### config.mk
export PLATFORM = sky130hd
export DESIGN_NAME = control_unit_flat
export DESIGN_NICKNAME = d
export VERILOG_FILES = /design/src/rtl/cpu_ctrl_pkg.sv /design/src/rtl/control_unit_if.sv /design/src/rtl/ctrl_op_decode.sv /design/src/rtl/control_unit.sv /design/src/flat_wrapper.sv
export SDC_FILE = /design/constraint.sdc
export NUM_CORES = 1
export LEC_CHECK = 0
export ABC_AREA = 1
export CAP_MARGIN = 40
export CORE_ASPECT_RATIO = 0.7
export CORE_MARGIN = 2
export CORE_UTILIZATION = 28
export DETAILED_ROUTE_END_ITERATION = 10
export GPL_ROUTABILITY_DRIVEN = 0
export PLACE_DENSITY_LB_ADDON = 0.1
export RECOVER_POWER = 100
export REMOVE_ABC_BUFFERS = 1
export SLEW_MARGIN = 10
export SYNTH_ARGS = -nofsm -noshare
export SYNTH_HDL_FRONTEND = slang
export SYNTH_SLANG_ARGS = --single-unit
### constraint.sdc
create_clock -name clk -period 2.25 [get_ports clk]
set_clock_uncertainty 0.05 [all_clocks]
set_input_delay 0.3375 -clock clk [delete_from_list [all_inputs] [get_ports clk]]
set_output_delay 0.3375 -clock clk [all_outputs]
set_load 0.05 [all_outputs]
### src/rtl/cpu_ctrl_pkg.sv
// cpu_ctrl_pkg
// Shared definitions for the hardwired control sequencer of the 32-bit bus CPU:
// opcode values from ir[31:27], the sequencer state encoding, the operation
// classes produced by the opcode decoder, the one-hot ALU select bundle, and the
// bundle of every datapath control line that control_unit drives.
// No ports (package).

package cpu_ctrl_pkg;

  localparam logic [4:0] OP_LD   = 5'b00000;
  localparam logic [4:0] OP_LDI  = 5'b00001;
  localparam logic [4:0] OP_ST   = 5'b00010;
  localparam logic [4:0] OP_ADD  = 5'b00011;
  localparam logic [4:0] OP_SUB  = 5'b00100;
  localparam logic [4:0] OP_AND  = 5'b00101;
  localparam logic [4:0] OP_OR   = 5'b00110;
  localparam logic [4:0] OP_SHR  = 5'b00111;
  localparam logic [4:0] OP_SHL  = 5'b01000;
  localparam logic [4:0] OP_ROR  = 5'b01001;
  localparam logic [4:0] OP_ROL  = 5'b01010;
  localparam logic [4:0] OP_ADDI = 5'b01011;
  localparam logic [4:0] OP_ANDI = 5'b01100;
  localparam logic [4:0] OP_ORI  = 5'b01101;
  localparam logic [4:0] OP_MUL  = 5'b01110;
  localparam logic [4:0] OP_DIV  = 5'b01111;
  localparam logic [4:0] OP_NEG  = 5'b10000;
  localparam logic [4:0] OP_NOT  = 5'b10001;
  localparam logic [4:0] OP_BR   = 5'b10010;
  localparam logic [4:0] OP_JR   = 5'b10011;
  localparam logic [4:0] OP_JAL  = 5'b10100;
  localparam logic [4:0] OP_IN   = 5'b10101;
  localparam logic [4:0] OP_OUT  = 5'b10110;
  localparam logic [4:0] OP_MFHI = 5'b10111;
  localparam logic [4:0] OP_MFLO = 5'b11000;
  localparam logic [4:0] OP_NOP  = 5'b11001;
  localparam logic [4:0] OP_HALT = 5'b11010;

  typedef enum logic [3:0] {
    ST_RST,
    ST_FETCH0,
    ST_FETCH1,
    ST_FETCH2,
    ST_T3,
    ST_T4,
    ST_T5,
    ST_T6,
    ST_T7,
    ST_HALTED
  } state_t;

  typedef enum logic [3:0] {
    CLS_RTYPE,
    CLS_ITYPE,
    CLS_MEM,
    CLS_MULDIV,
    CLS_UNARY,
    CLS_BR,
    CLS_JUMP,
    CLS_IO,
    CLS_NOP,
    CLS_HALT
  } op_class_t;

  typedef struct packed {
    logic and_op;
    logic or_op;
    logic add_op;
    logic sub_op;
    logic mul_op;
    logic div_op;
    logic shr_op;
    logic shl_op;
    logic ror_op;
    logic rol_op;
    logic neg_op;
    logic not_op;
  } alu_sel_t;

  typedef struct packed {
    logic     dp_clear;
    logic     run;
    logic     PCout;
    logic     MDRout;
    logic     HIout;
    logic     LOout;
    logic     Zhighout;
    logic     Zlowout;
    logic     Inportout;
    logic     Cout;
    logic     BAout;
    logic     PCin;
    logic     IRin;
    logic     MARin;
    logic     Yin;
    logic     HIin;
    logic     LOin;
    logic     Zin;
    logic     MDRin;
    logic     Rin;
    logic     Rout;
    logic     OutPort;
    logic     Gra;
    logic     Grb;
    logic     Grc;
    alu_sel_t alu;
    logic     IncPC;
    logic     read;
    logic     write;
  } ctl_t;

endpackage

### src/rtl/control_unit_if.sv
// control_unit_if
// Bundle between the control sequencer and the datapath.
//   ir, con_ff, stop : datapath/system -> controller (IR, branch condition, halt request)
//   dp_clear, run    : controller status / datapath clear
//   bus sources      : PCout MDRout HIout LOout Zhighout Zlowout Inportout Cout BAout
//   load strobes     : PCin IRin MARin Yin HIin LOin Zin MDRin Rin Rout OutPort
//   field selects    : Gra Grb Grc
//   ALU ops          : AND OR ADD SUB MUL DIV SHR SHL ROR ROL NEG NOT IncPC
//   RAM strobes      : read write
// Modport master is the controller side, slave the datapath side.

interface control_unit_if;
  logic [31:0] ir;
  logic        con_ff;
  logic        stop;

  logic dp_clear, run;
  logic PCout, MDRout, HIout, LOout, Zhighout, Zlowout, Inportout, Cout, BAout;
  logic PCin, IRin, MARin, Yin, HIin, LOin, Zin, MDRin, Rin, Rout, OutPort;
  logic Gra, Grb, Grc;
  logic AND, OR, ADD, SUB, MUL, DIV, SHR, SHL, ROR, ROL, NEG, NOT, IncPC;
  logic read, write;

  modport master (
    input  ir, con_ff, stop,
    output dp_clear, run,
    output PCout, MDRout, HIout, LOout, Zhighout, Zlowout, Inportout, Cout, BAout,
    output PCin, IRin, MARin, Yin, HIin, LOin, Zin, MDRin, Rin, Rout, OutPort,
    output Gra, Grb, Grc,
    output AND, OR, ADD, SUB, MUL, DIV, SHR, SHL, ROR, ROL, NEG, NOT, IncPC,
    output read, write
  );

  modport slave (
    output ir, con_ff, stop,
    input  dp_clear, run,
    input  PCout, MDRout, HIout, LOout, Zhighout, Zlowout, Inportout, Cout, BAout,
    input  PCin, IRin, MARin, Yin, HIin, LOin, Zin, MDRin, Rin, Rout, OutPort,
    input  Gra, Grb, Grc,
    input  AND, OR, ADD, SUB, MUL, DIV, SHR, SHL, ROR, ROL, NEG, NOT, IncPC,
    input  read, write
  );
endinterface

### src/rtl/ctrl_op_decode.sv
// ctrl_op_decode
// Combinational opcode decoder: ir[31:27] -> operation class plus the one-hot
// ALU select used by the arithmetic step of that class.
//   i_opcode : ir[31:27]
//   o_class  : operation class (drives the sequencer's step selection)
//   o_alu    : one-hot ALU op (all zero for classes that pick ADD themselves)
// Build option CTRL_MULDIV_EN: when undefined, mul/div decode as nop so the
// multiplier/divider strobes can never be reached.

module ctrl_op_decode
  import cpu_ctrl_pkg::*;
(
  input  logic [4:0] i_opcode,
  output op_class_t  o_class,
  output alu_sel_t   o_alu
);

  always_comb begin
    o_class = CLS_NOP;
    o_alu   = '0;
    case (i_opcode)
      OP_LD, OP_LDI, OP_ST: o_class = CLS_MEM;
      OP_ADD:  begin o_class = CLS_RTYPE; o_alu.add_op = 1'b1; end
      OP_SUB:  begin o_class = CLS_RTYPE; o_alu.sub_op = 1'b1; end
      OP_AND:  begin o_class = CLS_RTYPE; o_alu.and_op = 1'b1; end
      OP_OR:   begin o_class = CLS_RTYPE; o_alu.or_op  = 1'b1; end
      OP_SHR:  begin o_class = CLS_RTYPE; o_alu.shr_op = 1'b1; end
      OP_SHL:  begin o_class = CLS_RTYPE; o_alu.shl_op = 1'b1; end
      OP_ROR:  begin o_class = CLS_RTYPE; o_alu.ror_op = 1'b1; end
      OP_ROL:  begin o_class = CLS_RTYPE; o_alu.rol_op = 1'b1; end
      OP_ADDI: begin o_class = CLS_ITYPE; o_alu.add_op = 1'b1; end
      OP_ANDI: begin o_class = CLS_ITYPE; o_alu.and_op = 1'b1; end
      OP_ORI:  begin o_class = CLS_ITYPE; o_alu.or_op  = 1'b1; end
`ifdef CTRL_MULDIV_EN
      OP_MUL:  begin o_class = CLS_MULDIV; o_alu.mul_op = 1'b1; end
      OP_DIV:  begin o_class = CLS_MULDIV; o_alu.div_op = 1'b1; end
`else
      OP_MUL, OP_DIV: o_class = CLS_NOP;
`endif
      OP_NEG:  begin o_class = CLS_UNARY; o_alu.neg_op = 1'b1; end
      OP_NOT:  begin o_class = CLS_UNARY; o_alu.not_op = 1'b1; end
      OP_BR:   o_class = CLS_BR;
      OP_JR, OP_JAL: o_class = CLS_JUMP;
      OP_IN, OP_OUT, OP_MFHI, OP_MFLO: o_class = CLS_IO;
      OP_HALT: o_class = CLS_HALT;
      default: o_class = CLS_NOP;
    endcase
  end

endmodule

### src/rtl/control_unit.sv
// control_unit
// Hardwired Moore sequencer for the 32-bit bus CPU: fetch -> decode -> execute,
// driving every datapath control line from the registered state and the IR.
//   clk    : system clock, rising edge
//   clear  : asynchronous active-low reset (forces RST, all outputs 0)
//   bus    : control_unit_if.master (ir/con_ff/stop in, all control lines out)
// Parameter MEM_WAIT (0..7): extra cycles FETCH1, ld T6 and st T7 are held.
// Build option CTRL_MULDIV_EN enables the mul/div sequences (see ctrl_op_decode).

module control_unit
  import cpu_ctrl_pkg::*;
#(
  parameter int unsigned MEM_WAIT = 0
)(
  input  logic           clk,
  input  logic           clear,
  control_unit_if.master bus
);

  state_t    r_state;
  state_t    w_next;
  logic [2:0] r_wait;
  logic [4:0] w_op;
  op_class_t w_class;
  alu_sel_t  w_alu;
  logic      w_isLd, w_isSt, w_isLdi, w_isJal;
  logic      w_memState, w_waitDone;
  ctl_t      w_ctl;

  assign w_op    = bus.ir[31:27];
  assign w_isLd  = (w_op == OP_LD);
  assign w_isSt  = (w_op == OP_ST);
  assign w_isLdi = (w_op == OP_LDI);
  assign w_isJal = (w_op == OP_JAL);

  ctrl_op_decode u_decode (
    .i_opcode (w_op),
    .o_class  (w_class),
    .o_alu    (w_alu)
  );

  // States that talk to slow RAM stay put until the wait counter reaches MEM_WAIT
  assign w_memState = (r_state == ST_FETCH1) ||
                      (r_state == ST_T6 && w_isLd) ||
                      (r_state == ST_T7 && w_isSt);
  assign w_waitDone = (r_wait == 3'(MEM_WAIT));

  always_ff @(posedge clk or negedge clear) begin
    if (!clear) r_state <= ST_RST;
    else        r_state <= w_next;
  end

  // Counter restarts from zero every time a RAM state is left
  always_ff @(posedge clk or negedge clear) begin
    if (!clear)                         r_wait <= '0;
    else if (w_memState && !w_waitDone) r_wait <= r_wait + 3'd1;
    else                                r_wait <= '0;
  end

  always_comb begin
    w_next = r_state;
    case (r_state)
      ST_RST:    w_next = ST_FETCH0;
      ST_FETCH0: w_next = bus.stop ? ST_HALTED : ST_FETCH1;
      ST_FETCH1: w_next = w_waitDone ? ST_FETCH2 : ST_FETCH1;
      ST_FETCH2: begin
        if      (w_class == CLS_NOP)  w_next = ST_FETCH0;
        else if (w_class == CLS_HALT) w_next = ST_HALTED;
        else                          w_next = ST_T3;
      end
      ST_T3: begin
        if (w_class == CLS_IO || (w_class == CLS_JUMP && !w_isJal)) w_next = ST_FETCH0;
        else                                                        w_next = ST_T4;
      end
      ST_T4: begin
        if (w_class == CLS_UNARY || w_class == CLS_JUMP) w_next = ST_FETCH0;
        else                                             w_next = ST_T5;
      end
      ST_T5: begin
        if (w_class == CLS_RTYPE || w_class == CLS_ITYPE || (w_class == CLS_MEM && w_isLdi))
          w_next = ST_FETCH0;
        else
          w_next = ST_T6;
      end
      ST_T6: begin
        if (w_class == CLS_MEM) w_next = (w_isLd && !w_waitDone) ? ST_T6 : ST_T7;
        else                    w_next = ST_FETCH0;
      end
      ST_T7:     w_next = (w_isSt && !w_waitDone) ? ST_T7 : ST_FETCH0;
      ST_HALTED: w_next = ST_HALTED;
      default:   w_next = ST_RST;
    endcase
  end

  // Control word per step. RST raises dp_clear only once clear is released, so the
  // whole word is zero while reset is held. A stop seen in FETCH0 suppresses the
  // fetch strobes so PC/MAR are left untouched on the way into HALTED.
  always_comb begin
    w_ctl     = '0;
    w_ctl.run = (r_state != ST_RST) && (r_state != ST_HALTED);
    case (r_state)
      ST_RST: w_ctl.dp_clear = clear;
      ST_FETCH0: begin
        if (!bus.stop) begin
          w_ctl.PCout = 1'b1; w_ctl.MARin = 1'b1; w_ctl.IncPC = 1'b1; w_ctl.Zin = 1'b1;
        end
      end
      ST_FETCH1: begin
        w_ctl.Zlowout = 1'b1; w_ctl.PCin = 1'b1; w_ctl.read = 1'b1; w_ctl.MDRin = 1'b1;
      end
      ST_FETCH2: begin
        w_ctl.MDRout = 1'b1; w_ctl.IRin = 1'b1;
      end
      ST_T3: begin
        case (w_class)
          CLS_RTYPE, CLS_ITYPE: begin w_ctl.Grb = 1'b1; w_ctl.Rout = 1'b1; w_ctl.Yin = 1'b1; end
          CLS_MEM:    begin w_ctl.Grb = 1'b1; w_ctl.BAout = 1'b1; w_ctl.Yin = 1'b1; end
          CLS_MULDIV: begin w_ctl.Gra = 1'b1; w_ctl.Rout = 1'b1; w_ctl.Yin = 1'b1; end
          CLS_UNARY:  begin w_ctl.Grb = 1'b1; w_ctl.Rout = 1'b1; w_ctl.alu = w_alu; w_ctl.Zin = 1'b1; end
          CLS_BR:     begin w_ctl.Gra = 1'b1; w_ctl.Rout = 1'b1; end
          CLS_JUMP: begin
            if (w_isJal) begin w_ctl.PCout = 1'b1; w_ctl.Grb = 1'b1; w_ctl.Rin = 1'b1; end
            else         begin w_ctl.Gra = 1'b1; w_ctl.Rout = 1'b1; w_ctl.PCin = 1'b1; end
          end
          CLS_IO: begin
            if (w_op == OP_OUT) begin
              w_ctl.Gra = 1'b1; w_ctl.Rout = 1'b1; w_ctl.OutPort = 1'b1;
            end else begin
              w_ctl.Gra = 1'b1; w_ctl.Rin = 1'b1;
              if      (w_op == OP_IN)   w_ctl.Inportout = 1'b1;
              else if (w_op == OP_MFHI) w_ctl.HIout     = 1'b1;
              else                      w_ctl.LOout     = 1'b1;
            end
          end
          default: ;
        endcase
      end
      ST_T4: begin
        case (w_class)
          CLS_RTYPE:  begin w_ctl.Grc = 1'b1; w_ctl.Rout = 1'b1; w_ctl.alu = w_alu; w_ctl.Zin = 1'b1; end
          CLS_ITYPE:  begin w_ctl.Cout = 1'b1; w_ctl.alu = w_alu; w_ctl.Zin = 1'b1; end
          CLS_MEM:    begin w_ctl.Cout = 1'b1; w_ctl.alu.add_op = 1'b1; w_ctl.Zin = 1'b1; end
          CLS_MULDIV: begin w_ctl.Grb = 1'b1; w_ctl.Rout = 1'b1; w_ctl.alu = w_alu; w_ctl.Zin = 1'b1; end
          CLS_UNARY:  begin w_ctl.Zlowout = 1'b1; w_ctl.Gra = 1'b1; w_ctl.Rin = 1'b1; end
          CLS_BR:     begin w_ctl.PCout = 1'b1; w_ctl.Yin = 1'b1; end
          CLS_JUMP:   begin w_ctl.Gra = 1'b1; w_ctl.Rout = 1'b1; w_ctl.PCin = 1'b1; end
          default: ;
        endcase
      end
      ST_T5: begin
        case (w_class)
          CLS_RTYPE, CLS_ITYPE: begin w_ctl.Zlowout = 1'b1; w_ctl.Gra = 1'b1; w_ctl.Rin = 1'b1; end
          CLS_MEM: begin
            w_ctl.Zlowout = 1'b1;
            if (w_isLdi) begin w_ctl.Gra = 1'b1; w_ctl.Rin = 1'b1; end
            else         w_ctl.MARin = 1'b1;
          end
          CLS_MULDIV: begin w_ctl.Zlowout = 1'b1; w_ctl.LOin = 1'b1; end
          CLS_BR:     begin w_ctl.Cout = 1'b1; w_ctl.alu.add_op = 1'b1; w_ctl.Zin = 1'b1; end
          default: ;
        endcase
      end
      ST_T6: begin
        case (w_class)
          CLS_MEM: begin
            if (w_isLd)      begin w_ctl.read = 1'b1; w_ctl.MDRin = 1'b1; end
            else if (w_isSt) begin w_ctl.Gra = 1'b1; w_ctl.Rout = 1'b1; w_ctl.MDRin = 1'b1; end
          end
          CLS_MULDIV: begin w_ctl.Zhighout = 1'b1; w_ctl.HIin = 1'b1; end
          CLS_BR: begin
            if (bus.con_ff) begin w_ctl.Zlowout = 1'b1; w_ctl.PCin = 1'b1; end
          end
          default: ;
        endcase
      end
      ST_T7: begin
        if (w_isLd)      begin w_ctl.MDRout = 1'b1; w_ctl.Gra = 1'b1; w_ctl.Rin = 1'b1; end
        else if (w_isSt) w_ctl.write = 1'b1;
      end
      default: ;
    endcase
  end

  assign bus.dp_clear  = w_ctl.dp_clear;
  assign bus.run       = w_ctl.run;
  assign bus.PCout     = w_ctl.PCout;
  assign bus.MDRout    = w_ctl.MDRout;
  assign bus.HIout     = w_ctl.HIout;
  assign bus.LOout     = w_ctl.LOout;
  assign bus.Zhighout  = w_ctl.Zhighout;
  assign bus.Zlowout   = w_ctl.Zlowout;
  assign bus.Inportout = w_ctl.Inportout;
  assign bus.Cout      = w_ctl.Cout;
  assign bus.BAout     = w_ctl.BAout;
  assign bus.PCin      = w_ctl.PCin;
  assign bus.IRin      = w_ctl.IRin;
  assign bus.MARin     = w_ctl.MARin;
  assign bus.Yin       = w_ctl.Yin;
  assign bus.HIin      = w_ctl.HIin;
  assign bus.LOin      = w_ctl.LOin;
  assign bus.Zin       = w_ctl.Zin;
  assign bus.MDRin     = w_ctl.MDRin;
  assign bus.Rin       = w_ctl.Rin;
  assign bus.Rout      = w_ctl.Rout;
  assign bus.OutPort   = w_ctl.OutPort;
  assign bus.Gra       = w_ctl.Gra;
  assign bus.Grb       = w_ctl.Grb;
  assign bus.Grc       = w_ctl.Grc;
  assign bus.AND       = w_ctl.alu.and_op;
  assign bus.OR        = w_ctl.alu.or_op;
  assign bus.ADD       = w_ctl.alu.add_op;
  assign bus.SUB       = w_ctl.alu.sub_op;
  assign bus.MUL       = w_ctl.alu.mul_op;
  assign bus.DIV       = w_ctl.alu.div_op;
  assign bus.SHR       = w_ctl.alu.shr_op;
  assign bus.SHL       = w_ctl.alu.shl_op;
  assign bus.ROR       = w_ctl.alu.ror_op;
  assign bus.ROL       = w_ctl.alu.rol_op;
  assign bus.NEG       = w_ctl.alu.neg_op;
  assign bus.NOT       = w_ctl.alu.not_op;
  assign bus.IncPC     = w_ctl.IncPC;
  assign bus.read      = w_ctl.read;
  assign bus.write     = w_ctl.write;

endmodule
### src/flat_wrapper.sv
// flat-port wrapper written by rule: the top's interface ports become plain ports
module control_unit_flat import cpu_ctrl_pkg::*;
#(
  parameter int unsigned MEM_WAIT = 0
)
  (clk, clear, bus_ir, bus_con_ff, bus_stop, bus_dp_clear, bus_run, bus_PCout, bus_MDRout, bus_HIout, bus_LOout, bus_Zhighout, bus_Zlowout, bus_Inportout, bus_Cout, bus_BAout, bus_PCin, bus_IRin, bus_MARin, bus_Yin, bus_HIin, bus_LOin, bus_Zin, bus_MDRin, bus_Rin, bus_Rout, bus_OutPort, bus_Gra, bus_Grb, bus_Grc, bus_AND, bus_OR, bus_ADD, bus_SUB, bus_MUL, bus_DIV, bus_SHR, bus_SHL, bus_ROR, bus_ROL, bus_NEG, bus_NOT, bus_IncPC, bus_read, bus_write);
  control_unit_if bus_i ();
  input  logic clk;
  input  logic clear;
  input wire logic [$bits(bus_i.ir)-1:0] bus_ir;
  input wire logic [$bits(bus_i.con_ff)-1:0] bus_con_ff;
  input wire logic [$bits(bus_i.stop)-1:0] bus_stop;
  output wire logic [$bits(bus_i.dp_clear)-1:0] bus_dp_clear;
  output wire logic [$bits(bus_i.run)-1:0] bus_run;
  output wire logic [$bits(bus_i.PCout)-1:0] bus_PCout;
  output wire logic [$bits(bus_i.MDRout)-1:0] bus_MDRout;
  output wire logic [$bits(bus_i.HIout)-1:0] bus_HIout;
  output wire logic [$bits(bus_i.LOout)-1:0] bus_LOout;
  output wire logic [$bits(bus_i.Zhighout)-1:0] bus_Zhighout;
  output wire logic [$bits(bus_i.Zlowout)-1:0] bus_Zlowout;
  output wire logic [$bits(bus_i.Inportout)-1:0] bus_Inportout;
  output wire logic [$bits(bus_i.Cout)-1:0] bus_Cout;
  output wire logic [$bits(bus_i.BAout)-1:0] bus_BAout;
  output wire logic [$bits(bus_i.PCin)-1:0] bus_PCin;
  output wire logic [$bits(bus_i.IRin)-1:0] bus_IRin;
  output wire logic [$bits(bus_i.MARin)-1:0] bus_MARin;
  output wire logic [$bits(bus_i.Yin)-1:0] bus_Yin;
  output wire logic [$bits(bus_i.HIin)-1:0] bus_HIin;
  output wire logic [$bits(bus_i.LOin)-1:0] bus_LOin;
  output wire logic [$bits(bus_i.Zin)-1:0] bus_Zin;
  output wire logic [$bits(bus_i.MDRin)-1:0] bus_MDRin;
  output wire logic [$bits(bus_i.Rin)-1:0] bus_Rin;
  output wire logic [$bits(bus_i.Rout)-1:0] bus_Rout;
  output wire logic [$bits(bus_i.OutPort)-1:0] bus_OutPort;
  output wire logic [$bits(bus_i.Gra)-1:0] bus_Gra;
  output wire logic [$bits(bus_i.Grb)-1:0] bus_Grb;
  output wire logic [$bits(bus_i.Grc)-1:0] bus_Grc;
  output wire logic [$bits(bus_i.AND)-1:0] bus_AND;
  output wire logic [$bits(bus_i.OR)-1:0] bus_OR;
  output wire logic [$bits(bus_i.ADD)-1:0] bus_ADD;
  output wire logic [$bits(bus_i.SUB)-1:0] bus_SUB;
  output wire logic [$bits(bus_i.MUL)-1:0] bus_MUL;
  output wire logic [$bits(bus_i.DIV)-1:0] bus_DIV;
  output wire logic [$bits(bus_i.SHR)-1:0] bus_SHR;
  output wire logic [$bits(bus_i.SHL)-1:0] bus_SHL;
  output wire logic [$bits(bus_i.ROR)-1:0] bus_ROR;
  output wire logic [$bits(bus_i.ROL)-1:0] bus_ROL;
  output wire logic [$bits(bus_i.NEG)-1:0] bus_NEG;
  output wire logic [$bits(bus_i.NOT)-1:0] bus_NOT;
  output wire logic [$bits(bus_i.IncPC)-1:0] bus_IncPC;
  output wire logic [$bits(bus_i.read)-1:0] bus_read;
  output wire logic [$bits(bus_i.write)-1:0] bus_write;
  assign bus_i.ir = bus_ir;
  assign bus_i.con_ff = bus_con_ff;
  assign bus_i.stop = bus_stop;
  assign bus_dp_clear = bus_i.dp_clear;
  assign bus_run = bus_i.run;
  assign bus_PCout = bus_i.PCout;
  assign bus_MDRout = bus_i.MDRout;
  assign bus_HIout = bus_i.HIout;
  assign bus_LOout = bus_i.LOout;
  assign bus_Zhighout = bus_i.Zhighout;
  assign bus_Zlowout = bus_i.Zlowout;
  assign bus_Inportout = bus_i.Inportout;
  assign bus_Cout = bus_i.Cout;
  assign bus_BAout = bus_i.BAout;
  assign bus_PCin = bus_i.PCin;
  assign bus_IRin = bus_i.IRin;
  assign bus_MARin = bus_i.MARin;
  assign bus_Yin = bus_i.Yin;
  assign bus_HIin = bus_i.HIin;
  assign bus_LOin = bus_i.LOin;
  assign bus_Zin = bus_i.Zin;
  assign bus_MDRin = bus_i.MDRin;
  assign bus_Rin = bus_i.Rin;
  assign bus_Rout = bus_i.Rout;
  assign bus_OutPort = bus_i.OutPort;
  assign bus_Gra = bus_i.Gra;
  assign bus_Grb = bus_i.Grb;
  assign bus_Grc = bus_i.Grc;
  assign bus_AND = bus_i.AND;
  assign bus_OR = bus_i.OR;
  assign bus_ADD = bus_i.ADD;
  assign bus_SUB = bus_i.SUB;
  assign bus_MUL = bus_i.MUL;
  assign bus_DIV = bus_i.DIV;
  assign bus_SHR = bus_i.SHR;
  assign bus_SHL = bus_i.SHL;
  assign bus_ROR = bus_i.ROR;
  assign bus_ROL = bus_i.ROL;
  assign bus_NEG = bus_i.NEG;
  assign bus_NOT = bus_i.NOT;
  assign bus_IncPC = bus_i.IncPC;
  assign bus_read = bus_i.read;
  assign bus_write = bus_i.write;
  control_unit #(.MEM_WAIT(MEM_WAIT)) u_core (.clk(clk), .clear(clear), .bus(bus_i));
endmodule
Word level (Yosys, flattened, before mapping) --
Index checks and enable logic that the tools add are counted.
Storage, ports and cells: flip-flop bits (word level) 7, bits of input ports 36, output and inout bits 40, word-level logic and storage cells 182
Operators by class: $add $sub $neg 1, equal/unequal tests 42, mux-type cells 98, reductions and logical operators 39
Operator list (count):
- $mux W1 | 55
- $eq A5 B5 Y1 const B | 10
- $pmux W4 S10 | 1
- $eq A4 B3 Y1 const B | 8
- $pmux W4 S8 | 1
- $eq A5 B4 Y1 const B | 6
- $mux W4 | 6
- $pmux W1 S2 | 12
- $eq A5 B3 Y1 const B | 4
- $pmux W9 S2 | 1
- $eq A4 B2 Y1 const B | 4
- $eq A4 B4 Y1 const B | 4
- $pmux W1 S4 | 4
- $reduce_or A2 Y1 | 8
- $reduce_or A3 Y1 | 5
- $mux W12 | 1
- $mux W2 | 6
- $mux W3 | 4
- $pmux W1 S3 | 4
- $reduce_or A4 Y1 | 3
- $eq A5 B2 Y1 const B | 2
- $mux W9 | 1
- $eq A4 B1 Y1 const B | 2
- $logic_and A1 B1 Y1 | 8
- other kinds (13) | 20

Longest topological paths before layout --
Gate-level depths: netlist of the first run.
depth in word-level cells 8, mapped depth 12

Modules after synthesis --
Synthesis of the first run repeated with hierarchy kept, for this count alone.
Second synthesis, totals: cells, all modules 289, area total of the unflattened synthesis 1441.4 sq um
Modules (own cells, without submodules):
- control_unit | instances 1, cells each 223, area an instance 1152.4 sq um, seq. area each 175.2 sq um
- ctrl_op_decode | instances 1, cells each 66, area an instance 289.0 sq um, seq. area each 0.0 sq um

Worst setup path before layout of the first run --
No wires, ideal clock.
path type register to output, from register u_core.r_state[1], to output bus_HIout, arrival time 2.512 ns, slack -0.649 ns, stages on the path, launching flop included 6, path buffers 0, cell sequence dfrtp_1 -> nor2_1 -> inv_1 -> nor2_1 -> nand3_1 -> nor4_1
Between the ends: cells in the longest elaborated chain, start to end 2
RTL lines:
- from (decl) | RTL line control_unit.sv:20 | state_t r_state;
- from (signal assigned) | RTL line control_unit.sv:50 | else r_state <= w_next;
- $eq A4 B3 Y1 | RTL line control_unit.sv:101 | case (r_state)
- $mux W2 | RTL line control_unit.sv:101
- to (decl) | RTL line flat_wrapper.sv:17 | output wire logic [$bits(bus_i.HIout)-1:0] bus_HIout;
Every way passes these cells.

Worst setup path in the final report of the first run --
from register u_core.r_state[0], to output bus_Gra
Between the ends: cells in the longest elaborated chain, start to end 2, elaborated cells between the ends (all ways) 6, classes of those cells eq/ne (5); mux (1)
RTL lines:
- $eq A4 B4 Y1 or $eq A4 B3 Y1 (tied branches) | RTL line control_unit.sv:101
- $pmux W1 S5 * | RTL line control_unit.sv:101
- to (decl) | RTL line flat_wrapper.sv:35 | output wire logic [$bits(bus_i.Gra)-1:0] bus_Gra;
Every way passes the cells marked *; elsewhere a longest branch is shown, timed or not.

==> results of run 1 <==
[timing repair]
| action | 4_1_cts | 5_1_grt |
|---|---|---|
| buffers inserted | 3 | 4 |
| endpoints found under the setup margin | 27 | 22 |
| pin swaps | 6 | 11 |
| resized for setup | 27 | 38 |
[layout make-up]
type                    instances  area (um^2)
multi-input cells             180         1060
inverters                      35        135.1
clock buffers                   4        45.04
well taps                      55        68.82
repair buffers                118         1297
fillers                       369         1496
flip-flops and latches          7        176.4
[state kept, by name, summed over array words and instances (netlist names)]
signal and count:
u_core.r_state 4, u_core.r_wait 3
[power breakdown]
group | internal (mW) | switching [mW] | total [mW]
Clock | 0.122 | 0.0486 | 0.171
Combinational | 0.558 | 0.823 | 1.38
Sequential | 0.162 | 0.0458 | 0.208
[worst reg2reg max path, delay by kind of cell, from the launching register on]
family	cells	cell delay, ns
simple gates	4	0.85
flops	1	0.43
buf+inv	3	0.35
compound gates	1	0.16
[cell families after synthesis]
family                     after synthesis
other                                    1
adders and majority gates                2
AOI/OAI and AO/OA                       28
buffers and inverters                   41
and+or+nand+nor                        144
xor gates and xnor gates                 1
DFF                                      7
[final timing paths]
| path | to | slack [ns] | depth (start not counted) |
|---|---|---|---|
| max | bus_Gra | 0.05 | 9 |
| min | u_core.r_wait[0] | 0.41 | 1 |
| max reg2reg | u_core.r_wait[0] | 0.36 | 8 |
| min reg2reg | u_core.r_wait[0] | 0.41 | 1 |
| max in group asynchronous | u_core.r_state[0] | 1.27 | 2 |
| min in group asynchronous | u_core.r_wait[2] | 0.57 | 2 |
[layer usage]
layer / global-route usage, % / wire length (um) / part of all wire (%) / up-vias
met5: 0 / 0 / 0 / -
met4: 1.405 / 0 / 0 / 0
met3: 2.089 / 408 / 8.2 / 0
met2: 28.23 / 2071 / 41 / 90
met1: 31.84 / 2526 / 50 / 867
li1: - / - / - / 962
[through the flow]
step	setup TNS [ns]	worst slack (ns)	cell area, um^2
2_1_floorplan	-2.984	-0.6495	1189
3_3_place_gp	-4.664	-0.3469	2536
3_5_place_dp	-4.812	-0.3429	2536
4_1_cts	0	0.002083	2675
5_1_grt	-0.2047	-0.04134	2783
6_report	0	0.05425	2783
[cell usage in the layout (no fill, tap or decap), drive strengths merged, types with 2 or more instances in the layout]
cell             n
dlygate4sd2      2
conb             5
ha               2
a21oi           10
nor4             3
buf            107
nand4            7
o31ai            2
o21ai           11
a31oi            2
dfrtp            7
nand2           60
o2111ai          2
nand3           23
nor3             7
clkbuf          10
inv             34
clkdlybuf4s50    2
nor2            42
==> flow_summary.ini, run 1 <==
[final_layout]
final-instance-count-excl-fill = 399
area_growth_pct = 127.6
utilization_pct = 65.03
layout-drive-gt1-share_pct = 51.45
nNetsFinal = 383
antenna_cells = 0

[cts]
cts_sinks = 7
cts_made_buffers = 3
clock_path_buffers = 2
hold_buffers = 0
htree_levels = 1
clk_latency_ns = 0.22
cts_tree = built
clk_pin_slew_ns = 0.04
ctsRootBufferMaster = clkbuf_8

[timing]
worst_slew_pin_slew_ns = 0.5954
slew_violations = 0
timing.fmax_mhz = 455.4
setup_viol = 0
layout_min_cycle_time_ns = 2.196
rsz0062_at_grt = true
maxSlewHeadroom_pct = 60.48
finalHoldViolations = 0
hold_ws_ns = 0.4066
fin_crit_sh_pct = 97.59

[critical_path]
critical_path.cell_chain = inv_2 -> nor2_2 -> nand2_2 -> clkinvlp_4 -> nand2_2 -> nand2_1 -> nor3_2 -> nand3_2 -> buf_12
reg2reg_from = u_core.r_state[1]
cp_top_family = simple AND/OR/NAND/NOR gates
timing.critical_path.slowest_cell_delay_ns = 0.45
slowest_stage = dfrtp_2
cp_common_cell = nand2_2
crit_arrival_ns = 1.81
startpoint_type = flop
critPathKind = flop to primary output
cp-end-kind = primary output
cp_num_buf_inv = 3
critPathLaunch = u_core.r_state[0]
required_ns = 1.86
crit_path_max_fanout = 6

[placement]
hpwl_um = 4051
port_buffers = 43
dp.cells = 388

[synthesis]
yosysTopAreaCell = nand2_1
synth.top_cells.by_area = nand2_1 (17%), dfrtp_1 (14%), nor2_1 (11%)
synth_edf_count = 0
seq_area_frac_synth_pct = 14.33
yosys_warnings = 0
yosysMostFrequentCell = nand2_1
synth_xor_xnor_area_share_pct = 0.7165
synth_cell_types = 30
synth_ff_type = dfrtp_1
synth_simple_gate_area_share_pct = 54.15
synth_compound_area_share_pct = 13.72
synth_area_um2 = 1222
ys_async_sr_fraction_pct = 100.0
synth_area_per_cell_um2 = 5.457
synth_seq_cells = 7
synth-adder-area-share_pct = 2.047
synth_top_family_by_area = simple AND/OR/NAND/NOR gates
synth_cells = 224
ys_top_cells_by_count = nand2_1 (55), nor2_1 (36), inv_1 (29), nand3_1 (22), a21oi_1 (10)
muxShareOfSynthArea_pct = 0
yosysTopAreaCellShare_pct = 16.89

[global_routing]
grt_pass1_vias = 1689
grt_pass1_wl_um = 7859
grt_max_degree = 11
antenna_found_initial = 0
grt_usage_pct = 19.52
overflow = 0

[floorplan]
die_area_um2 = 4919
initial_core_util_pct = 28.57
core_um2 = 4279
num_io_pins = 76
die_y_um = 59.28
die_w_um = 82.98
rows = 20

[detailed_routing]
vias = 1919
drtPass1Iterations = 5
viasPerCell = 4.810
drcViolationCount = 0
drt_iter0_drc = 242
avgRoutedWirePerCell_um = 12.55
routed_wl_um = 5006
ant_nets = 0

[run_status]
status = finished, final reports clean

[power_and_ir_drop]
power_density_nw_per_um2 = 632.0
power_mw = 1.759
power.leakage_nw = 1.362
ir_worst_vdd_mv = 0.5615

[worst_hold_path]
hp-class = flop to flop
hp-start = u_core.r_wait[0]

[job]
max_cap_viol_count = 0
Note: power is estimated with default switching activity, not from simulation.
==> inputs of run 2 (changes only) <==
--- a/config.mk
+++ b/config.mk
@@ -10,12 +10,12 @@
 export CORE_ASPECT_RATIO = 0.7
 export CORE_MARGIN = 2
 export CORE_UTILIZATION = 28
+export CTS_BUF_LIST = sky130_fd_sc_hd__clkbuf_8
 export DETAILED_ROUTE_END_ITERATION = 10
 export GPL_ROUTABILITY_DRIVEN = 0
 export PLACE_DENSITY_LB_ADDON = 0.1
 export RECOVER_POWER = 100
 export REMOVE_ABC_BUFFERS = 1
-export SLEW_MARGIN = 10
 export SYNTH_ARGS = -nofsm -noshare
 export SYNTH_HDL_FRONTEND = slang
 export SYNTH_SLANG_ARGS = --single-unit
==> run 2 against run 1 <==
Compared with the run above: routed wire length did not move; register-to-register slack barely moved; design area did not move; first-iteration DRC count did not move; clock power fell by 3%; count of clock-buffer cells in the layout fell by 1; hold slack barely moved; sequential share of layout area did not move; critical path type unchanged; largest power group unchanged.
==> flow_summary.ini, run 2 (synthesized netlist as in run 1, its figures left out) <==
[timing]
hold_ws_ns = 0.4067
fin_crit_sh_pct = 97.59
setup_viol = 0
maxSlewHeadroom_pct = 60.48
timing.fmax_mhz = 455.4
worst_slew_pin_slew_ns = 0.5954
finalHoldViolations = 0
fin_tns_setup_ns = 0
layout_min_cycle_time_ns = 2.196
rsz0062_at_grt = true
worst_slack_ns = 0.05425
slew_violations = 0

[final_layout]
area_growth_pct = 127.6
final_cell_mix = buf_4 (70), nand2_1 (42), buf_12 (33), nor2_1 (28), inv_1 (26)
largestRegisters = u_core.r_state x4, u_core.r_wait x3
final-instance-count-excl-fill = 399
stdcell_area_um2 = 2783
nNetsFinal = 383
largest_reg_flops = 4
layout-drive-gt1-share_pct = 51.45
layout_commonest_cell = buf_4
regMostFlops = u_core.r_state
utilization_pct = 65.03
num-fill-cells = 369
antenna_cells = 0

[cts]
hold_buffers = 0
clock_path_buffers = 2
clk_latency_ns = 0.22
cts_sinks = 7
ctsRootBufferMaster = clkbuf_8
cts_tree = built
htree_levels = 1
cts_made_buffers = 3
clk_pin_slew_ns = 0.04

[power_and_ir_drop]
power_mw = 1.754
power.leakage_nw = 1.366
power.switching_mw = 0.9174
power_density_nw_per_um2 = 630.4
swShare_pct = 52.29
p_seq_share_pct = 11.8
clkPwrFrac_pct = 9.5
comb_power_share_pct = 78.7
intPower_mw = 0.8369
ir_worst_vdd_mv = 0.5618

[floorplan]
initial_core_util_pct = 28.57
rows = 20
die_area_um2 = 4919
num_io_pins = 76
die_y_um = 59.28
die_w_um = 82.98
core_um2 = 4279

[critical_path]
crit_arrival_ns = 1.81
r2r_end = u_core.r_wait[0]
critPathKind = flop to primary output
cp-end-kind = primary output
cp_top_family = simple AND/OR/NAND/NOR gates
reg2reg_from = u_core.r_state[1]
timing.critical_path.slowest_cell_delay_ns = 0.45
critical_path.cell_chain = inv_2 -> nor2_2 -> nand2_2 -> clkinvlp_4 -> nand2_2 -> nand2_1 -> nor3_2 -> nand3_2 -> buf_12
critPathLaunch = u_core.r_state[0]
cp_common_cell = nand2_2
crit_path_max_fanout = 6
rrSetupSlack_ns = 0.36
startpoint_type = flop
required_ns = 1.86
slowest_stage = dfrtp_2
cp_num_buf_inv = 3
reg2reg_depth = 8

[detailed_routing]
avgRoutedWirePerCell_um = 12.55
vias = 1919
routed_wl_um = 5006
drtPass1Iterations = 5
drcViolationCount = 0
ant_nets = 0
drt_iter0_drc = 242
viasPerCell = 4.810

[placement]
hpwl_um = 4051
dp_slack_ns = -0.3429
dp.cells = 388
port_buffers = 43
place_area_um2 = 2536

[worst_hold_path]
hp-class = flop to flop
whs_endpoint = u_core.r_wait[0]
hold_path_depth = 1
hp-start = u_core.r_wait[0]

[job]
max_cap_viol_count = 0

[run_status]
status = finished, final reports clean

[global_routing]
antenna_found_initial = 0
grt_pass1_vias = 1689
grt_max_degree = 11
grt_pass1_wl_um = 7859
overflow = 0
grt_usage_pct = 19.52
-- run 2: cell count changes in the layout (fill, tap and decap cells not counted) --
cell	change
inv_1	+1
clkbuf_1	-1
-- run 2: worst max-delay path by stage --
stage | cells after the start | slack, ns | to
floorplan | 5 | -0.65 | bus_HIout
global placement | 12 | -0.35 | bus_Gra
detailed placement | 12 | -0.34 | bus_Gra
CTS | 12 | 0.002 | bus_Gra
global route | 9 | -0.04 | bus_Rin
finish | 9 | 0.05 | bus_Gra
-- run 2: area by class of cell --
type	instances	area, um^2	area share (%)
Clock buffer	3	41.29	1.484
Clock inverter	1	3.754	0.1349
Inverter	35	135.1	4.856
Multi-Input combinational cell	180	1060	38.08
Sequential cell	7	176.4	6.340
Tap cell	55	68.82	2.473
Timing Repair Buffer	118	1297	46.63
-- run 2: layer usage --
metal  part of all wire (%)  vias to the layer above  global-route usage (%)  routed length, um
met2                     41                       90                   28.23               2071
met5                      0                        -                       0                  0
met3                    8.2                        0                   2.089                408
met1                     50                      867                   31.84               2526
li1                       -                      962                       -                  -
met4                      0                        0                   1.405                  0
-- run 2: power by group through the flow --
stage               sequential [mW]  clock, mW  combinational [mW]
global placement              0.194          0                1.32
finish                        0.208      0.166                1.38
floorplan                     0.188          0               0.706
global route                  0.210      0.184                1.46
detailed placement            0.194          0                1.33
CTS                           0.192      0.173                1.34
-- run 2: what timing repair did --
item                       in CTS  in global routing
setup endpoints to repair      27                 22
buffers inserted                3                  4
pin swaps                       6                 11
hold endpoints to repair        0                  0
gates resized for setup        27                 38
gates cloned                    0                  0
==> inputs of run 3 (changes only) <==
--- a/config.mk
+++ b/config.mk
@@ -9,7 +9,7 @@
 export CAP_MARGIN = 40
 export CORE_ASPECT_RATIO = 0.7
 export CORE_MARGIN = 2
-export CORE_UTILIZATION = 28
+export CORE_UTILIZATION = 38
 export CTS_BUF_LIST = sky130_fd_sc_hd__clkbuf_8
 export DETAILED_ROUTE_END_ITERATION = 10
 export GPL_ROUTABILITY_DRIVEN = 0
==> run 3 against run 2 <==
Compared with the run above: the flow now finishes with violations (negative setup slack); critical path depth is 2 higher; non-clock buffer count is 4 lower; register-to-register slack better by 0.07 ns; die area down 25%; flip-flop and latch count unchanged; combinational power about the same; clock power rose by 6%; design area is 2.8% lower; global-route usage grew 9.5 points; via count up 11%; cell count shrank 5.3%; power increased by 0.93%; critical path type is now input port to primary output.
==> flow_summary.ini, run 3 (synthesized netlist as in run 1, its figures left out) <==
[run_status]
status = finished, violations left
violations = negative setup slack

[global_routing]
grt_pass1_vias = 1856
grt_pass1_wl_um = 8397
antenna_found_initial = 0
grt_usage_pct = 29.05
grt_max_degree = 11
overflow = 0

[timing]
setup_viol = 1
finalHoldViolations = 0
fin_tns_setup_ns = -0.02612
hold_ws_ns = 0.4167
timing.fmax_mhz = 439.3
slew_violations = 0
layout_min_cycle_time_ns = 2.276
worst_slew_pin_slew_ns = 0.5788
fin_crit_sh_pct = 101.2
maxSlewHeadroom_pct = 61.06
worst_slack_ns = -0.02612
rsz0062_at_grt = true

[final_layout]
layout_commonest_cell = buf_4
layout-drive-gt1-share_pct = 48.53
num-fill-cells = 156
regMostFlops = u_core.r_state
stdcell_area_um2 = 2704
seq_area_um2 = 176.4
multi_input_area_um2 = 1035
antenna_cells = 0
final_cell_mix = buf_4 (70), nand2_1 (45), buf_12 (33), nor2_1 (32), inv_1 (27)
area_growth_pct = 121.2
nNetsFinal = 379
largest_reg_flops = 4
largestRegisters = u_core.r_state x4, u_core.r_wait x3

[worst_hold_path]
hp-class = flop to flop
hold_path_depth = 1

[power_and_ir_drop]
clkPwrFrac_pct = 9.9
power_density_nw_per_um2 = 654.9
p_seq_share_pct = 11.3
intPower_mw = 0.8272
swShare_pct = 53.28
comb_power_share_pct = 78.8
power.leakage_nw = 1.342
power.switching_mw = 0.9434
ir_worst_vdd_mv = 0.7674

[detailed_routing]
ant_nets = 0
drt_iter0_drc = 243
viasPerCell = 5.614
drtPass1Iterations = 5
avgRoutedWirePerCell_um = 15.89
vias = 2122
drcViolationCount = 0
routed_wl_um = 6008

[critical_path]
reg2reg_depth = 8
crit_arrival_ns = 1.89
crit_path_max_fanout = 7
cp-end-kind = primary output
required_ns = 1.86
critPathKind = input port to primary output
startpoint_type = input port

[floorplan]
die_w_um = 71.79
core_um2 = 3105
die_area_um2 = 3694
rows = 17
num_io_pins = 76
initial_core_util_pct = 39.36
die_y_um = 51.46

[placement]
hpwl_um = 4021
place_area_um2 = 2455
dp_slack_ns = -0.3427
port_buffers = 43

[cts]
clock_path_buffers = 2
cts_tree = built
ctsRootBufferMaster = clkbuf_8
cts_sinks = 7
cts_made_buffers = 3
htree_levels = 1
clk_pin_slew_ns = 0.04
clk_latency_ns = 0.23

[job]
max_cap_viol_count = 0
-- run 3: cell count changes in the layout (fill, tap and decap cells not counted), sizes merged --
cell / change
buf: -2
dlygate4sd2: -2
clkbuf: -1
clkdlybuf4s15: +1
-- run 3: repair_timing --
item	4_1_cts	5_1_grt
setup endpoints to repair	25	22
buffers inserted	4	7
resized for setup	24	35
hold buffers	0	0
pin swaps	6	11
-- run 3: cell type report --
| type | count | area share, % |
|---|---|---|
| Sequential cell | 7 | 6.525 |
| Timing Repair Buffer | 114 | 46.78 |
| Clock buffer | 3 | 1.527 |
| Tap cell | 38 | 1.758 |
| Multi-Input combinational cell | 180 | 38.27 |
| Clock inverter | 1 | 0.1388 |
| Inverter | 35 | 4.998 |
-- run 3: per-layer routing --
layer | part of all wire (%) | GRT usage (%) | up-vias | routed length [um]
li1 | - | - | 961 | -
met1 | 41 | 41.40 | 964 | 2478
met2 | 43 | 43.21 | 158 | 2613
met3 | 11 | 6.903 | 39 | 676
met4 | 4.0 | 8.491 | 0 | 240
met5 | 0 | 0 | - | 0
-- run 3: through the flow --
| stage | util, % | total power [mW] | std cells |
|---|---|---|---|
| 2_1_floorplan | - | 0.8936 | 222 |
| 3_3_place_gp | 79.05 | 1.490 | 363 |
| 3_5_place_dp | 79.05 | 1.505 | 363 |
| 4_1_cts | 83.08 | 1.710 | 371 |
| 5_1_grt | 87.07 | 1.859 | 378 |
| 6_report | 87.07 | 1.771 | 378 |
-- run 3: critical path, stage by stage --
cell and delay [ns]:
clkdlybuf4s15_1 0.20, inv_2 0.08, nor2_4 0.22, nand3_1 0.18, nand2_2 0.13, nor2_4 0.05
buf_4 0.12, nand4_1 0.13, nand2_2 0.10, nand3b_1 0.18, buf_12 0.16
-- run 3: power groups by stage --
| stage | Clock, mW | Sequential, mW | Combinational [mW] |
|---|---|---|---|
| after floorplan | 0 | 0.188 | 0.706 |
| after global placement | 0 | 0.192 | 1.30 |
| after detailed placement | 0 | 0.193 | 1.31 |
| after CTS | 0.175 | 0.191 | 1.34 |
| after global routing | 0.192 | 0.206 | 1.46 |
| final | 0.176 | 0.200 | 1.39 |
-- run 3: final timing paths --
path / startpoint / endpoint / slack (ns)
max: bus_ir[30] / bus_Rin / -0.03
min: u_core.r_wait[0] / u_core.r_wait[0] / 0.42
max reg2reg: u_core.r_state[0] / u_core.r_state[3] / 0.43
min reg2reg: u_core.r_wait[0] / u_core.r_wait[0] / 0.42
max in group asynchronous: clear / u_core.r_state[0] / 1.33
min in group asynchronous: clear / u_core.r_wait[2] / 0.51
==> patch: new RTL, flow settings as in run 2 <==
The 10 states of `state_t` get a Gray code encoding in 4 bits.
--- a/src/rtl/cpu_ctrl_pkg.sv
+++ b/src/rtl/cpu_ctrl_pkg.sv
@@ -38,12 +38,12 @@
   typedef enum logic [3:0] {
-    ST_RST,
-    ST_FETCH0,
-    ST_FETCH1,
-    ST_FETCH2,
-    ST_T3,
-    ST_T4,
-    ST_T5,
-    ST_T6,
-    ST_T7,
-    ST_HALTED
+    ST_RST    = 4'b0000,
+    ST_FETCH0 = 4'b0001,
+    ST_FETCH1 = 4'b0011,
+    ST_FETCH2 = 4'b0010,
+    ST_T3     = 4'b0110,
+    ST_T4     = 4'b0111,
+    ST_T5     = 4'b0101,
+    ST_T6     = 4'b0100,
+    ST_T7     = 4'b1100,
+    ST_HALTED = 4'b1101
   } state_t;
Check against the original RTL: no difference found for any inputs over 10 cycles, from zero or initial values; not proved beyond that.
==> patch against run 2 <==
Cell count grew 5.0%. Sequential cell count is the same. Synthesized area grew 6.3%. Via count grew 1.5%. Design area shrank 0.45%. Combinational power shrank 3%. Worst setup slack lost 0.020 ns. Total power shrank 1.6%. Count of clock-buffer cells in the layout is the same. Wire length grew 5.0%. Critical path type is now in2out. Largest cell class unchanged.
==> patch: results (changes against run 2) <==
Run status
  • Result of the run: finished clean

Power
  • Power Density: 623 mW/mm^2 (-1.2%)
  • Sw Share: 53.7% (+1.4 points)
  • VDD IR-drop max: 663 uV (+18%)
  • Power Sequential: 213 uW (+2%)

Placement
  • Cell Area, Placed: 0.00263 sq mm (+3.6%)
  • Placed Cells: 406 (+4.6%)

STA
  • Worst Tran Pin Value: 0.597 ns (+0.00120 ns)
  • Worst Hold Slack: 0.421 ns (+0.0142 ns)

Final layout
  • Share of cells above drive strength 1: 48.6% (-2.8 points)
  • Fillers: 396 (+7.3%)
  • Multi-input logic area: 0.00109 sq mm (+3.2%)
  • Final std cells w/o fill: 419 (+5.0%)

Worst setup path
  • Cells on worst reg2reg path: 9 (+1)
  • Reg-to-reg startpoint: u_core.r_state[0]
  • Reg2Reg Setup Slack: 0.34 ns (-0.02 ns)
  • CP Max Fanout: 7 (+1)
  • CP arrival: 1.83 ns (+0.02 ns)
  • Critical R2R Capture: u_core.r_wait[2]
  • Setup crit end: bus_NEG

GRT
  • First-pass GRT wire length: 8.06 mm (+2.5%)
  • M3 GR Usage: 4.16% (+2.1 points)
  • Vias in the first global route: 1695 (+0.36%)
  • Met2 Usage GRT: 26.8% (-1.4 points)

Drt
  • M1 WL: 2.75 mm (+9.0%)
  • Vias/cell: 4.65 (-3.3%)
  • DR WL met2: 2.09 mm (+0.97%)
  • Drt first-iter violations: 158 (-35%)
  • Drt total wl: 5.25 mm (+5.0%)
  • Max Used Layer: met4
  • Routed length on met3: 397 um (-2.7%)

Synth
  • Distinct cells, synth: 26 (-13%)
  • Synth Area in Compound Gates: 14.6% (+0.91 points)
  • Post-synthesis sequential area ratio: 13.5% (-0.86 points)
  • Adder-Cell Fraction of Synth Area: 1.92% (-0.12 points)
  • Synth Instances: 240 (+7.1%)
  • Largest cells by area after synthesis: nand2_1 15%, dfrtp_1 13%, nor2_1 13%, inv_1 12%, nand3_1 9.2%
patch: cell count changes in the layout (fill, tap and decap cells not counted), sizes merged, moves of 3 or more:
cell | run 2 | this run
buf | 107 | 102
nor4 | 3 | 0
nor2 | 42 | 57
inv | 35 | 46
nand4 | 7 | 4
clkbuf | 9 | 18
patch: critical path, delay by kind of cell:
kind / cells / cell delay (ns)
simple gates: 7 / 0.65
buf+inv: 5 / 0.68
compound gates: 1 / 0.14
patch: cell type report:
type                            instances  area share [%]
Clock inverter                          1           0.136
Multi-Input combinational cell        186            39.5
Tap cell                               55            2.48
Sequential cell                         7            6.37
Timing Repair inverter                  1           0.271
Inverter                               45            6.19
Clock buffer                            3            1.49
Timing Repair Buffer                  121            43.6
patch: repair_timing:
action | 4_1_cts | 5_1_grt
gates cloned | 1 | 0
gates resized for setup | 47 | 39
setup endpoints to repair | 29 | 24
endpoints found under the hold margin | 0 | 0
pin swaps | 9 | 11
setup buffers | 4 | 4
